==> config.mk <==
export PLATFORM = sky130hd
export DESIGN_NAME = module_bcd_conv_flat
export DESIGN_NICKNAME = d
export VERILOG_FILES = /design/src/rtl/module_bcd_conv_if.sv /design/src/rtl/module_bcd_conv.sv /design/src/flat_wrapper.sv
export SDC_FILE = /design/constraint.sdc
export NUM_CORES = 1
export LEC_CHECK = 0
export BUFFER_PORTS_ARGS = -buffer_cell sky130_fd_sc_hd__clkbuf_2
export CELL_PAD_IN_SITES_DETAIL_PLACEMENT = 0
export CELL_PAD_IN_SITES_GLOBAL_PLACEMENT = 1
export CORE_ASPECT_RATIO = 0.6
export CORE_MARGIN = 10
export CORE_UTILIZATION = 43
export CTS_BUF_LIST = sky130_fd_sc_hd__clkbuf_8
export CTS_CLUSTER_DIAMETER = 200
export CTS_CLUSTER_SIZE = 40
export DETAILED_ROUTE_END_ITERATION = 7
export PLACE_DENSITY = 0.86
export SLEW_MARGIN = 30
export SYNTH_ARGS = -nofsm -noshare
export SYNTH_HDL_FRONTEND = slang
export SYNTH_SLANG_ARGS = --single-unit
export TNS_END_PERCENT = 1
==> constraint.sdc <==
create_clock -name clk -period 1.7 [get_ports clk]
set_input_delay 0.255 -clock clk [delete_from_list [all_inputs] [get_ports clk]]
set_output_delay 0.255 -clock clk [all_outputs]
set_load 0.02 [all_outputs]
==> src/rtl/module_bcd_conv_if.sv <==
// Handshake bundle for the binary-to-BCD converter.
//   master : producer/consumer side (drives bin_in/in_valid and out_ready)
//   slave  : converter side (drives in_ready and the result group)
// Signals:
//   in_valid/in_ready/bin_in          input handshake and binary operand
//   out_valid/out_ready               output handshake
//   bcd_out/overflow/neg              result, saturation flag, sign flag
interface module_bcd_conv_if #(
    parameter int DATA_W = 16,
    parameter int DIGITS = 4
);
    logic                  in_valid;
    logic                  in_ready;
    logic [DATA_W-1:0]     bin_in;
    logic                  out_valid;
    logic                  out_ready;
    logic [4*DIGITS-1:0]   bcd_out;
    logic                  overflow;
    logic                  neg;

    modport master (
        output in_valid, bin_in, out_ready,
        input  in_ready, out_valid, bcd_out, overflow, neg
    );

    modport slave (
        input  in_valid, bin_in, out_ready,
        output in_ready, out_valid, bcd_out, overflow, neg
    );
endinterface

==> src/rtl/module_bcd_conv.sv <==
// Sequential binary-to-BCD converter (shift-and-add-3, one input bit per clock).
// Ports:
//   clk  rising-edge system clock
//   rst  synchronous reset, active-high
//   bus  module_bcd_conv_if.slave: valid/ready in (bin_in), valid/ready out
//        (bcd_out, overflow, neg)
// Parameters: DATA_W (>= 4) input width, DIGITS (>= 1) BCD digits out.
// Optional macro SIGNED_EN: bin_in is two's complement, converter works on
// |bin_in| and reports the sign on neg. Without it neg is tied low.
//
// state | meaning
// ------+------------------------------------------------------------
// IDLE  | waiting for an operand, in_ready=1
// SHIFT | one add-3/shift step per clock, bit_cnt counts down to 1
// DONE  | result valid, held until out_ready; may accept the next operand
module module_bcd_conv #(
    parameter int DATA_W = 16,
    parameter int DIGITS = 4
) (
    input  logic                clk,
    input  logic                rst,
    module_bcd_conv_if.slave    bus
);
    localparam int CNT_W = $clog2(DATA_W + 1);
    localparam int BCD_W = 4 * DIGITS;

    typedef enum logic [1:0] {
        IDLE  = 2'd0,
        SHIFT = 2'd1,
        DONE  = 2'd2
    } state_t;

    state_t              state_q, state_d;
    logic [DATA_W-1:0]   shreg_q, shreg_d;
    logic [BCD_W-1:0]    bcd_q, bcd_d;
    logic                ovf_q, ovf_d;
    logic [CNT_W-1:0]    cnt_q, cnt_d;
    logic                neg_q, neg_d;

    logic [DATA_W-1:0]   load_val;
    logic                load_neg;
    logic [BCD_W-1:0]    bcd_adj;
    logic                accept;

`ifdef SIGNED_EN
    // Negating the most negative value wraps to itself, which read as
    // unsigned is exactly its magnitude.
    assign load_neg = bus.bin_in[DATA_W-1];
    assign load_val = load_neg ? (~bus.bin_in + 1'b1) : bus.bin_in;
`else
    assign load_neg = 1'b0;
    assign load_val = bus.bin_in;
`endif

    assign bus.in_ready  = (state_q == IDLE) || ((state_q == DONE) && bus.out_ready);
    assign accept        = bus.in_valid && bus.in_ready;
    assign bus.out_valid = (state_q == DONE);
    assign bus.overflow  = ovf_q;
    assign bus.bcd_out   = ovf_q ? {DIGITS{4'h9}} : bcd_q;
`ifdef SIGNED_EN
    assign bus.neg       = neg_q;
`else
    assign bus.neg       = 1'b0;
`endif

    always_comb begin
        bcd_adj = bcd_q;
        for (int i = 0; i < DIGITS; i++) begin
            if (bcd_q[4*i +: 4] >= 4'd5) begin
                bcd_adj[4*i +: 4] = bcd_q[4*i +: 4] + 4'd3;
            end
        end
    end

    always_comb begin
        state_d = state_q;
        shreg_d = shreg_q;
        bcd_d   = bcd_q;
        ovf_d   = ovf_q;
        cnt_d   = cnt_q;
        neg_d   = neg_q;

        case (state_q)
            SHIFT: begin
                // The bit pushed out of the top digit means the value no
                // longer fits; keep it sticky so the result saturates.
                ovf_d   = ovf_q | bcd_adj[BCD_W-1];
                bcd_d   = {bcd_adj[BCD_W-2:0], shreg_q[DATA_W-1]};
                shreg_d = {shreg_q[DATA_W-2:0], 1'b0};
                cnt_d   = cnt_q - 1'b1;
                if (cnt_q == CNT_W'(1)) begin
                    state_d = DONE;
                end
            end
            DONE: begin
                if (bus.out_ready) begin
                    state_d = IDLE;
                end
            end
            default: begin
                state_d = IDLE;
            end
        endcase

        if (accept) begin
            state_d = SHIFT;
            shreg_d = load_val;
            bcd_d   = '0;
            ovf_d   = 1'b0;
            cnt_d   = CNT_W'(DATA_W);
            neg_d   = load_neg;
        end
    end

    always_ff @(posedge clk) begin
        if (rst) begin
            state_q <= IDLE;
            shreg_q <= '0;
            bcd_q   <= '0;
            ovf_q   <= 1'b0;
            cnt_q   <= '0;
            neg_q   <= 1'b0;
        end else begin
            state_q <= state_d;
            shreg_q <= shreg_d;
            bcd_q   <= bcd_d;
            ovf_q   <= ovf_d;
            cnt_q   <= cnt_d;
            neg_q   <= neg_d;
        end
    end

`ifndef SIGNED_EN
    logic unused_neg;
    assign unused_neg = neg_q;
`endif
endmodule

==> src/flat_wrapper.sv <==
// flat-port wrapper written by rule: the top's interface ports become plain ports
module module_bcd_conv_flat 
#(
    parameter int DATA_W = 16,
    parameter int DIGITS = 4
)
  (clk, rst, bus_in_valid, bus_bin_in, bus_out_ready, bus_in_ready, bus_out_valid, bus_bcd_out, bus_overflow, bus_neg);
  module_bcd_conv_if #(.DATA_W(DATA_W), .DIGITS(DIGITS)) bus_i ();
  input  logic clk;
  input  logic rst;
  input wire logic [$bits(bus_i.in_valid)-1:0] bus_in_valid;
  input wire logic [$bits(bus_i.bin_in)-1:0] bus_bin_in;
  input wire logic [$bits(bus_i.out_ready)-1:0] bus_out_ready;
  output wire logic [$bits(bus_i.in_ready)-1:0] bus_in_ready;
  output wire logic [$bits(bus_i.out_valid)-1:0] bus_out_valid;
  output wire logic [$bits(bus_i.bcd_out)-1:0] bus_bcd_out;
  output wire logic [$bits(bus_i.overflow)-1:0] bus_overflow;
  output wire logic [$bits(bus_i.neg)-1:0] bus_neg;
  assign bus_i.in_valid = bus_in_valid;
  assign bus_i.bin_in = bus_bin_in;
  assign bus_i.out_ready = bus_out_ready;
  assign bus_in_ready = bus_i.in_ready;
  assign bus_out_valid = bus_i.out_valid;
  assign bus_bcd_out = bus_i.bcd_out;
  assign bus_overflow = bus_i.overflow;
  assign bus_neg = bus_i.neg;
  module_bcd_conv #(.DATA_W(DATA_W), .DIGITS(DIGITS)) u_core (.clk(clk), .rst(rst), .bus(bus_i));
endmodule
==> impl_results.md <==
- Worst setup SP type: flop
- Post-route DRC: 0
- Fmax: 622 MHz
- Ant diodes: 0
- Worst setup EP type: flop
- Final Max Tran Viols: 0
- Min Clock Period, post-route: 1610 ps
- Core ar.: 5030 um^2
- Synth Register Bits: 40
- Cts hold-fix bufs: 0
- Status: finished clean
- Fin nets: 326
- Die X: about 110 um
- Top cell type's share of synthesized area: 0.361
- Detailed Place HPWL: roughly 3400 um
- Power consumption: 2.13 mW
- Initial Util: 0.441
- Worst path max stage delay: between 300 and 400 ps
- Vias in the first global route: 1871
- Simple-gate share of the synthesized area: 0.228
- Routability-driven placement congestion ratio: 0.826
- Final period util: 0.945
- Ys async rst share: 0
- CTS buffer count: 5
- Final Skew: 5.74 ps
- Wire per inst: around 13 um
- Hold Vio Cnt, Final: 0
- Post-Synthesis Cells: 260
- Reg2Reg Setup Slack: 90 ps
- Die H: 75.6 um
- Synthesized Nets: 290
- Worst hold margin: between 200 and 250 ps
- Hold Path Class: in2reg
- Cell Rows: 20
- # Post-CTS Setup Buffers: 0
- Cell Area, Synth: 2220 um^2
- Synth Warn #: 0
- Worst IR Drop VDD: 0.307 mV
- Crit-path slowest cell: mux2_2
- Unique masters post-synth: 34
- Biggest area consumer among synthesized cells: dfxtp_1
- Cell breakdown of the critical path: inv_1 > ha_1 > nand2b_1 > a21oi_1 > mux2_2 > a211oi_1
- PortBufs: 38
- Setup WS pre-CTS: 87.1 ps
- Final core occ: 0.513
- # H-tree levels: 2
- CTS root buf: clkbuf_8
- Initial antenna violation count: 0
- Largest family of logic cells by synthesized area: compound AO/OA/AOI/OAI gates
- Initial DRC Count: 133
- Vias: 1892
- Static leakage: 1.01 nW
- XOR/XNOR share of the synthesized area: 0.0158
- # clock sinks: 40
- Critical path class: reg2reg
- Setup ws final: 93.2 ps
- TritonCTS clock tree: yes
- CP Max Fanout: 5
- Post-synthesis compound-gate area fraction: 0.240
- Share of layout cells above drive strength 1: 0.313
- GR Util All Layers: 0.122
- P per Cell Area: 826 nW/um^2
- Avg Cell Area, Syn: between 8 and 9 um^2
- Post-synth EDFFs: 0
- FILL cells: 496
- Final setup fails: 0
- WL final: 4900 um
- Mux cell area share after synthesis: 0.0248
- Vias per cell: 5.21
- Max-Cap Viols: 0
- Adder-cell share of the synthesized area: 0.0564
- Layout area overhead: 16.3%
- Ranking of synthesized cells by area: dfxtp_1 36%, a311oi_2 9.5%, nor2_1 6.6%, ha_1 5.6%, nand2_1 5.2%
- Die area: 8530 um^2
- Critical path data required time: roughly 1900 ps
- Total global routing overflow: 0
- WP data arrival: between 1500 and 2000 ps
- Io pins: 40
- Clock Path Buffers: 2
- Clk_lat worst skew: 300 ps
- Primary FF master, synth: dfxtp_1
- Routed Antenna Nets: 0
- Largest net degree at the start of global routing: 43
- Sequential area share after synthesis: 0.361
- Reg clk slew, reported paths: 80 ps
- Total iterations of the first detailed-routing run: 4
- Global-route wire length before repair: 8710 um
- Post-CTS Resized: 0
==> path summary, 6_finish.rpt <==
kind                                         from                 to  depth (start not counted)
worst max-delay path             u_core.bcd_q[13]   u_core.bcd_q[14]                          6
worst min-delay path                bus_bin_in[0]  u_core.shreg_q[0]                          3
worst max register to register   u_core.bcd_q[13]   u_core.bcd_q[14]                          6
worst min register to register  u_core.shreg_q[1]  u_core.shreg_q[1]                          2
==> report_power, final <==
| part | total [mW] | leakage (nW) | internal, mW | switching, mW |
|---|---|---|---|---|
| clock | 0.658 | 0.0538 | 0.320 | 0.338 |
| combinational | 0.421 | 0.630 | 0.177 | 0.243 |
| sequential | 1.05 | 0.328 | 1.00 | 0.0517 |
| total | 2.13 | 1.01 | 1.50 | 0.633 |
==> logic make-up after synthesis <==
family / count (synthesis)
compound gates: 64
xor+xnor: 4
fa+ha+maj: 10
buf+inv: 30
flops: 40
mux: 5
other cells: 1
simple gates: 106
==> cell type report <==
class                           count  area, um^2  area share
Inverter                           11        41.3      0.0160
Sequential cell                    40         802       0.311
Clock inverter                      2        7.51     0.00291
Clock buffer                        6        82.6      0.0320
Timing Repair Buffer               48         278       0.108
Multi-Input combinational cell    190        1290       0.499
Tap cell                           66        82.6      0.0320
==> placed cells by master (no fill, tap or decap), types with 2 or more instances in the layout <==
master / instances
a21oi_2: 2
clkbuf_8: 6
a21oi_1: 14
mux2_2: 4
nand2b_1: 5
nor4b_1: 2
a2111oi_0: 3
ha_1: 9
nor3b_1: 3
a41oi_1: 4
inv_2: 3
clkbuf_2: 38
dfxtp_1: 39
a211oi_1: 11
or2_2: 8
a311oi_2: 14
xnor2_1: 2
nor2b_1: 5
nand2_1: 31
xor2_1: 2
o21ai_0: 8
inv_1: 10
buf_4: 9
nor2_1: 39
a31oi_1: 4
nand3_1: 6
==> synthesized netlist by cell type (all sizes together) (2+ instances only) <==
library cell / instances
nor4b: 2
inv: 11
nor2: 39
a31oi: 4
a41oi: 4
or2: 8
nor2b: 7
dfxtp: 40
nor3b: 3
a311oi: 15
nand2b: 7
buf: 13
xor2: 2
mux2: 4
a211oi: 11
clkbuf: 6
ha: 10
a21oi: 16
xnor2: 2
a2111oi: 4
nand2: 31
nand3: 6
o21ai: 8
==> worst max-delay path: cells and delay by family, from the launching register on <==
kind / cells / cell delay (ps)
fa+ha+maj: 1 / 200
mux: 1 / 340
simple gates: 1 / 180
compound gates: 2 / 380
buf+inv: 1 / 90
flops: 1 / 330
==> sequential cells by signal, summed over array words and instances (netlist names) <==
name,flops
u_core.cnt_q,5
u_core.state_q,2
u_core.bus.overflow,1
u_core.bcd_q,16
u_core.shreg_q,16
==> through the flow <==
step | std cells | cell area [um^2] | TNS [ps]
finish | 363 | 2580 | 0
global route | 363 | 2580 | -17.9
CTS | 363 | 2550 | 0
detailed placement | 355 | 2460 | 0
global placement | 355 | 2460 | 0
floorplan | 260 | 2220 | 0
==> layer usage <==
metal / wire length [um] / vias up / GRT usage
li1: - / 992 / -
met1: 2500 / 859 / 0.161
met2: 2080 / 33 / 0.183
met3: 264 / 8 / 0.0409
met4: 53 / 0 / 0.0448
met5: 0 / - / 0
No activity file was read; power rests on OpenSTA's default activity.
